[config.mk]
export PLATFORM = sky130hd
export DESIGN_NAME = lcm_init_seq
export DESIGN_NICKNAME = d
export VERILOG_FILES = /design/src/rtl/lcm_init_seq.sv
export SDC_FILE = /design/constraint.sdc
export NUM_CORES = 1
export LEC_CHECK = 0
export BUFFER_PORTS_ARGS = -buffer_cell sky130_fd_sc_hd__buf_2
export CAP_MARGIN = 20
export CORE_UTILIZATION = 30
export CTS_CLUSTER_DIAMETER = 150
export DETAILED_ROUTE_END_ITERATION = 10
export MAX_ROUTING_LAYER = met4
export PLACE_DENSITY = 0.52
export SLEW_MARGIN = 10
export SYNTH_ARGS = -nofsm -noshare
export SYNTH_HDL_FRONTEND = slang
export SYNTH_SLANG_ARGS = --single-unit
[constraint.sdc]
create_clock -name clk -period 3.81 [get_ports clk]
set_input_delay 0.1905 -clock clk [delete_from_list [all_inputs] [get_ports clk]]
set_output_delay 0.1905 -clock clk [all_outputs]
set_load 0.02 [all_outputs]
[src/rtl/lcm_init_seq.sv]
// lcm_init_seq: walks an LCM parameter ROM and streams DCS command
// packets, honouring delay records, to a DSI packet builder.
module lcm_init_seq #(
  parameter int ROM_AW    = 10,
  parameter int MS_CYCLES = 50000
) (
  input  logic              clk,
  input  logic              rst_n,
  input  logic              start,
  output logic [ROM_AW-1:0] rom_addr,
  input  logic [7:0]        rom_data,
  output logic              out_valid,
  input  logic              out_ready,
  output logic [7:0]        out_data,
  output logic              out_sop,
  output logic              out_eop,
  output logic [7:0]        out_len,
  output logic              busy,
  output logic              done,
  output logic              error
);
  localparam int DW = $clog2(255 * MS_CYCLES + 1);
  localparam logic [DW-1:0] MS = DW'(MS_CYCLES);
  localparam logic [ROM_AW:0] ONE = 1;

  typedef enum logic [2:0] {
    IDLE, RD_LEN, RD_CMD, SEND_CMD,
    SEND_PAR, DELAY, DONE, ERR
  } state_t;

  state_t state, state_nx;

  logic [ROM_AW:0] ptr;
  logic            pend;
  logic            armed;
  logic [DW-1:0]   dcnt;
  logic [8:0]      fetch_rem;
  logic [7:0]      arr_cnt;
  logic [7:0]      sk_data;
  logic            sk_sop;
  logic            sk_eop;
  logic            sk_valid;
  logic [1:0]      occ;
  logic            go;
  logic            pop;
  logic            want;
  logic            issue;
  logic            ovf;
  logic            stream;
  logic            arr_sop;
  logic            arr_eop;

  assign rom_addr = ptr[ROM_AW-1:0];
  assign ovf      = ptr[ROM_AW];
  assign pop      = out_valid & out_ready;
  assign arr_sop  = (arr_cnt == 8'd0);
  assign arr_eop  = (arr_cnt == out_len);
  assign stream   = (state == RD_CMD) ||
                    (state == SEND_CMD) ||
                    (state == SEND_PAR);
  // bytes held or in flight after this cycle's pop; capped at two
  assign occ = 2'(out_valid) + 2'(sk_valid)
             + 2'(pend) - 2'(pop);

  always_comb begin
    state_nx = state;
    want     = 1'b0;
    go       = 1'b0;
    unique case (state)
      IDLE, DONE, ERR: begin
        go = start & armed;
        if (go) state_nx = RD_LEN;
      end
      RD_LEN: begin
        if (pend) begin
          if (rom_data == 8'hFF)
            state_nx = DONE;
          else if (rom_data == 8'hFE)
            state_nx = DELAY;
          else
            state_nx = RD_CMD;
        end else begin
          want = 1'b1;
        end
      end
      DELAY: begin
        if (dcnt != '0) begin
          if (dcnt == DW'(1)) state_nx = RD_LEN;
        end else if (pend) begin
          if (rom_data == 8'h00) state_nx = RD_LEN;
        end else begin
          want = 1'b1;
        end
      end
      RD_CMD, SEND_CMD, SEND_PAR: begin
        want = (fetch_rem != 9'd0) && (occ <= 2'd1);
        if (state == RD_CMD) begin
          if (pend) state_nx = SEND_CMD;
        end else if (pop) begin
          if (out_eop)
            state_nx = RD_LEN;
          else
            state_nx = SEND_PAR;
        end
      end
    endcase
    issue = want & ~ovf;
    if (want & ovf) state_nx = ERR;
  end

  always_ff @(posedge clk or negedge rst_n) begin
    if (!rst_n) begin
      state     <= IDLE;
      ptr       <= '0;
      pend      <= 1'b0;
      armed     <= 1'b0;
      dcnt      <= '0;
      fetch_rem <= '0;
      arr_cnt   <= '0;
      sk_data   <= '0;
      sk_sop    <= 1'b0;
      sk_eop    <= 1'b0;
      sk_valid  <= 1'b0;
      out_valid <= 1'b0;
      out_data  <= '0;
      out_sop   <= 1'b0;
      out_eop   <= 1'b0;
      out_len   <= '0;
      busy      <= 1'b0;
      done      <= 1'b0;
      error     <= 1'b0;
    end else begin
      state <= state_nx;
      armed <= 1'b1;
      pend  <= issue;
      if (issue) ptr <= ptr + ONE;
      if (go) begin
        ptr   <= '0;
        busy  <= 1'b1;
        done  <= 1'b0;
        error <= 1'b0;
      end
      if (state == RD_LEN && pend) begin
        if (rom_data == 8'hFF) begin
          busy <= 1'b0;
          done <= 1'b1;
        end else if (rom_data != 8'hFE) begin
          out_len   <= rom_data;
          fetch_rem <= {1'b0, rom_data} + 9'd1;
          arr_cnt   <= '0;
        end
      end
      if (state == DELAY) begin
        if (dcnt != '0)
          dcnt <= dcnt - DW'(1);
        else if (pend)
          dcnt <= DW'(rom_data) * MS;
      end
      if (stream) begin
        if (issue) fetch_rem <= fetch_rem - 9'd1;
        if (pend) arr_cnt <= arr_cnt + 8'd1;
        // two-entry buffer: out regs, then skid behind them
        if (!out_valid) begin
          if (pend) begin
            out_valid <= 1'b1;
            out_data  <= rom_data;
            out_sop   <= arr_sop;
            out_eop   <= arr_eop;
          end
        end else if (pop) begin
          if (sk_valid) begin
            out_data <= sk_data;
            out_sop  <= sk_sop;
            out_eop  <= sk_eop;
            sk_valid <= 1'b0;
          end else if (pend) begin
            out_data <= rom_data;
            out_sop  <= arr_sop;
            out_eop  <= arr_eop;
          end else begin
            out_valid <= 1'b0;
          end
        end else if (pend) begin
          sk_data  <= rom_data;
          sk_sop   <= arr_sop;
          sk_eop   <= arr_eop;
          sk_valid <= 1'b1;
        end
      end
      if (state_nx == ERR && state != ERR) begin
        busy      <= 1'b0;
        error     <= 1'b1;
        out_valid <= 1'b0;
        sk_valid  <= 1'b0;
      end
    end
  end

endmodule
# After elaboration in Yosys (flattened, before gate mapping)

Index checks and enable logic that the tools add are counted.
Widths: inputs -> output; s select.

Bits in registers: 90
Bits in latches: 0
Bits in writable memories: 0
Bits in read-only memories: 0
Memories kept: 0

Add/subtract/negate cells: 8
Multiply operators: 1
Divide/modulo/power cells: 0
$lt $le $gt $ge: 1
Eq/ne operators: 15
Shifts and indexed selects: 0
Mux-type cells: 64
Bitwise gates (word level): 7
Reductions and logical operators: 23

Operators by type and width:

| cell                  | number |
|---|---|
| $mux 8                | 9 |
| $mux 24               | 2 |
| $mux 9                | 5 |
| $mux 3                | 13 |
| $mux 1                | 31 |
| $eq 24x1->1 const B   | 1 |
| $reduce_bool 24->1    | 1 |
| $sub 24x1->24 const B | 1 |
| $mux 11               | 2 |
| $mul 8x12->20 const B | 1 |
| $eq 8x8->1 const B    | 2 |
| $logic_not 8->1       | 2 |
| $eq 3x3->1 const B    | 5 |
| $pmux 3 s4            | 1 |
| $add 11x1->11 const B | 1 |
| $reduce_bool 2->1     | 5 |
| $add 8x1->9 const B   | 1 |
| $reduce_bool 9->1     | 1 |
| $sub 9x1->9 const B   | 1 |
| $add 8x1->8 const B   | 1 |
| $eq 8x8->1            | 1 |
| $ne 8x8->1 const B    | 1 |
| $eq 3x2->1 const B    | 2 |
| $reduce_and 3->1      | 2 |
| 17 further kinds      | 27 |

# Depth between registers and ports, before layout

Word-level depth: 12
Depth in mapped cells: 14

# Worst setup path before layout

Ideal clock, no wire load.

Kind: input -> register
Start point: input port rom_data[3]
End point: register dcnt[23]
Setup time: 0.126 ns
Arrival: 3.464 ns
Setup slack: 0.221 ns
Stages on the path: 13
Path buffers: 0
Cells stage by stage: ha_1 fa_1 inv_1 fa_1 inv_1 ha_1 ha_1 nand2_1 o311a_1 o31a_1 nor3b_1 mux2i_1 a21oi_1

Longest elaborated chain between the ends: 3

RTL lines:

| item                 | RTL line | text |
|---|---|---|
| from (decl)          | 11       | `input logic [7:0] rom_data,` |
| $mul 8x12->20        | 157      | `dcnt <= DW'(rom_data) * MS;` |
| $mux 24              | 156      | `else if (pend)` |
| $mux 24              | 154      | `if (dcnt != '0)` |
| to (signal assigned) | 155      | `dcnt <= dcnt - DW'(1);` |
| to (signal assigned) | 157      |  |
| to (decl)            | 36       | `logic [DW-1:0] dcnt;` |

No other way between the ends. The select of a mux whose other input is x is not followed.
A chain may end at the register's enable or synchronous reset.

# Final worst setup path

Start point: input port rom_data[4]
End point: register dcnt[23]

Same word-level chain as after synthesis.

==> flow_summary.json <==
{
  "ys_seq_elements": 90,
  "ys_seq_area_share_pct": 34.4,
  "crit_family": "adder cells",
  "power.switching_w": 0.00203,
  "insertion_delay_ns": 0.35,
  "drt_iter0_drc": 287,
  "cpPeakStageDelay_ns": 0.51,
  "grt_start_max_net_pins": 36,
  "row_count": 53,
  "cap_violations": 0,
  "slowest_stage": "fa_1",
  "cp_common_cell": "ha_1",
  "final_antenna_net_count": 0,
  "cts_tree": "built",
  "synth_edf_count": 0,
  "ctsResizeCount": 0,
  "status": "finished, final reports clean",
  "pwr-share-comb_pct": 47.0,
  "placed_cell_area_um2": 7180,
  "critPathLaunch": "rom_data[4]",
  "power_w": 0.00470,
  "fin_worst_skew_ns": 0.0103,
  "root_buffer": "clkbuf_16",
  "grt_pass1_wl_mm": 28.9,
  "utilization_pct": 35.4,
  "multiInputGateArea_um2": 3970,
  "antennaDiodeCount": 0,
  "cts_hold_buf": 1,
  "synth_common_cells": "90 x dfrtp_1, 71 x nand2_1, 69 x ha_1",
  "drc": 0,
  "synth_area_um2": 6560,
  "dieArea_um2": 22400,
  "drtPass1Iterations": 5,
  "totalWireLength_mm": 17.5,
  "postSynthCellCount": 735,
  "initial_core_util_pct": 30.9,
  "synth_top_flop_cell": "dfrtp_1",
  "swShare_pct": 43.1,
  "ir_worst_vdd_uv": 234,
  "hold_viol_final": 0,
  "antenna_found_initial": 0,
  "io_buffers": 43,
  "regArea_um2": 2250,
  "synth_top_area_share_pct": 34.4,
  "postCtsSetupBuffers": 0,
  "p_leak_nw": 3.35,
  "crit_buf_inv": 3,
  "synth_area_leader_cell": "dfrtp_1",
  "crit_cells": 14,
  "fp.dieH_um": 150,
  "powerDensity_nw_per_um2": 627,
  "p_int_w": 0.00268,
  "r2r-end": "fetch_rem[5]$_DFF_PN0_",
  "finalMaxSlewViolations": 0,
  "synth_cell_types": 72,
  "nFillCells": 2266,
  "period_minus_slack_ns": 3.46,
  "grt_pass1_vias": 5464,
  "hold_class": "in -> reg",
  "final_layout_size_suffix_gt1_share_pct": 13.3,
  "worst_pin_slew_ns": 0.923,
  "grt_overflow": 0,
  "netlist_top_cells_area": "dfrtp_1 34%, ha_1 13%, a21oi_1 4.4%",
  "avgSynthCellArea_um2": 8.92,
  "dp_hpwl_mm": 13.2,
  "setup.worst_path.end": "dcnt[23]$_DFFE_PN0P_",
  "power.share.clock_pct": 20.7,
  "worstReg2RegStart": "pend$_DFF_PN0_",
  "htreeDepth": 3,
  "clk_pin_slew_ns": 0.07,
  "seq_power_share_pct": 32.3,
  "via_per_inst": 5.23,
  "synth-warning-count": 0,
  "worstRegToRegCells": 9,
  "gp_congestion": 0.825,
  "synth.most_common_cell": "dfrtp_1",
  "r2r_slack_ns": 0.67,
  "grt_usage_pct": 17.1,
  "relSlewSlack_pct": 38.2,
  "fin_area_um2": 7500,
  "fmaxAchievable_mhz": 289,
  "start_kind": "input port",
  "cp.arrival_ns": 3.69,
  "area_delta_synth_final_pct": 14.5,
  "fin_crit_sh_pct": 90.8,
  "criticalPathCategory": "in -> reg",
  "rsz0062_at_grt": "no",
  "cts.path.max_buffers": 2,
  "endpoint_kind": "register",
  "setup_ws_ns": 0.352,
  "ios": 44,
  "setup_viol": 0,
  "cp.required_ns": 4.04,
  "clkSinkCount": 90,
  "core_area_um2": 21200,
  "crit_chain": "buf_2, ha_1, fa_1, inv_1, fa_1, inv_1, ha_1, ha_1, nand2_1, o311a_1, o31a_1, nor3b_1, mux2i_1, a21oi_1",
  "ys_async_sr_fraction_pct": 100,
  "wl_per_cell_um": 16.5,
  "nets": 878,
  "holdWs_ns": 0.0722,
  "dp_slack_ns": -0.0113,
  "numCtsBuffers": 9,
  "critPathMaxFanout": 4,
  "syn_nets": 828,
  "vias": 5566,
  "chipWidth_um": 150
}
-- metrics by stage --
stage	cells	setup TNS [ns]
2_1_floorplan	735	0
3_3_place_gp	1048	0
3_5_place_dp	1048	-0.0113
5_1_grt	1065	0
4_1_cts	1065	0
6_report	1065	0
-- per-layer routing --
metal	wire (um)	vias up	track usage (%)
met3	508	10	2.80
met2	8090	79	26.8
met1	8730	2715	22.9
li1	-	2762	-
met4	215	0	4.04
met5	0	-	-
-- final cells by class --
cell class,instances,share of cell area [%]
Clock buffer,10,3.18
Clock inverter,6,1.05
Inverter,44,2.20
Multi-Input combinational cell,566,52.9
Sequential cell,90,30.0
Tap cell,275,4.59
Timing Repair Buffer,74,6.04
-- power by group through the flow --
stage	sequential [W]	clock (W)	combinational [W]
after global placement	0.00153	0	0.00220
after floorplan	0.00157	0	0.00152
after global routing	0.00156	0.00103	0.00249
after detailed placement	0.00153	0	0.00222
final	0.00152	0.000974	0.00221
after CTS	0.00152	0.00100	0.00223
-- cell usage in the layout (no fill, tap or decap), types with 25 or more instances in the layout --
cell / count
a21oi_1: 57
buf_2: 42
buf_4: 31
dfrtp_1: 90
ha_1: 69
inv_1: 43
nand2_1: 71
nor2_1: 61
o21ai_0: 47
xnor2_1: 25
-- state kept, by name, indices dropped and copies added (netlist names), named ones only --
register / cells
out_sop: 1
arr_cnt: 7
busy: 1
out_data: 8
sk_data: 8
sk_eop: 1
sk_valid: 1
armed: 1
out_eop: 1
error: 1
ptr: 11
dcnt: 24
done: 1
state: 3
pend: 1
out_valid: 1
fetch_rem: 9
out_len: 8
sk_sop: 1
-- worst min-delay path by stage --
stage / startpoint / endpoint / slack (ns) / cells past startpoint
final: out_ready / sk_valid$_DFFE_PN0P_ / 0.07 / 2
after global routing: out_ready / sk_valid$_DFFE_PN0P_ / 0.09 / 2
after CTS: out_ready / sk_valid$_DFFE_PN0P_ / 0.06 / 2
after detailed placement: rst_n / dcnt[7]$_DFFE_PN0P_ / 0.20 / 1
after global placement: rst_n / dcnt[7]$_DFFE_PN0P_ / 0.20 / 1
after floorplan: rst_n / asynchronous set/reset pin / -0.11 / 0
-- worst register-to-register path, stage by stage (launching register included) --
cell,delay [ns]
dfrtp_1,0.35
clkinv_1,0.29
ha_1,0.40
ha_1,0.26
a21oi_1,0.17
xnor2_1,0.08
o32a_1,0.45
or3_1,0.55
o21ba_1,0.25
o221a_2,0.24
-- cells by family (layout without fill, tap and decap cells) --
logic type / after synthesis / count (layout) / share of synthesized area [%]
AO/OA/AOI/OAI: 191 / 191 / 18.7
buffers and inverters: 79 / 134 / 5.25
other: 1 / 1 / 0.0572
AND/OR/NAND/NOR: 246 / 246 / 18.2
XOR/XNOR: 33 / 33 / 4.41
adder cells (fa/ha/maj): 81 / 81 / 16.8
flip-flops: 90 / 90 / 34.4
multiplexers: 14 / 14 / 2.21
Power figures use the tool's default switching activity.
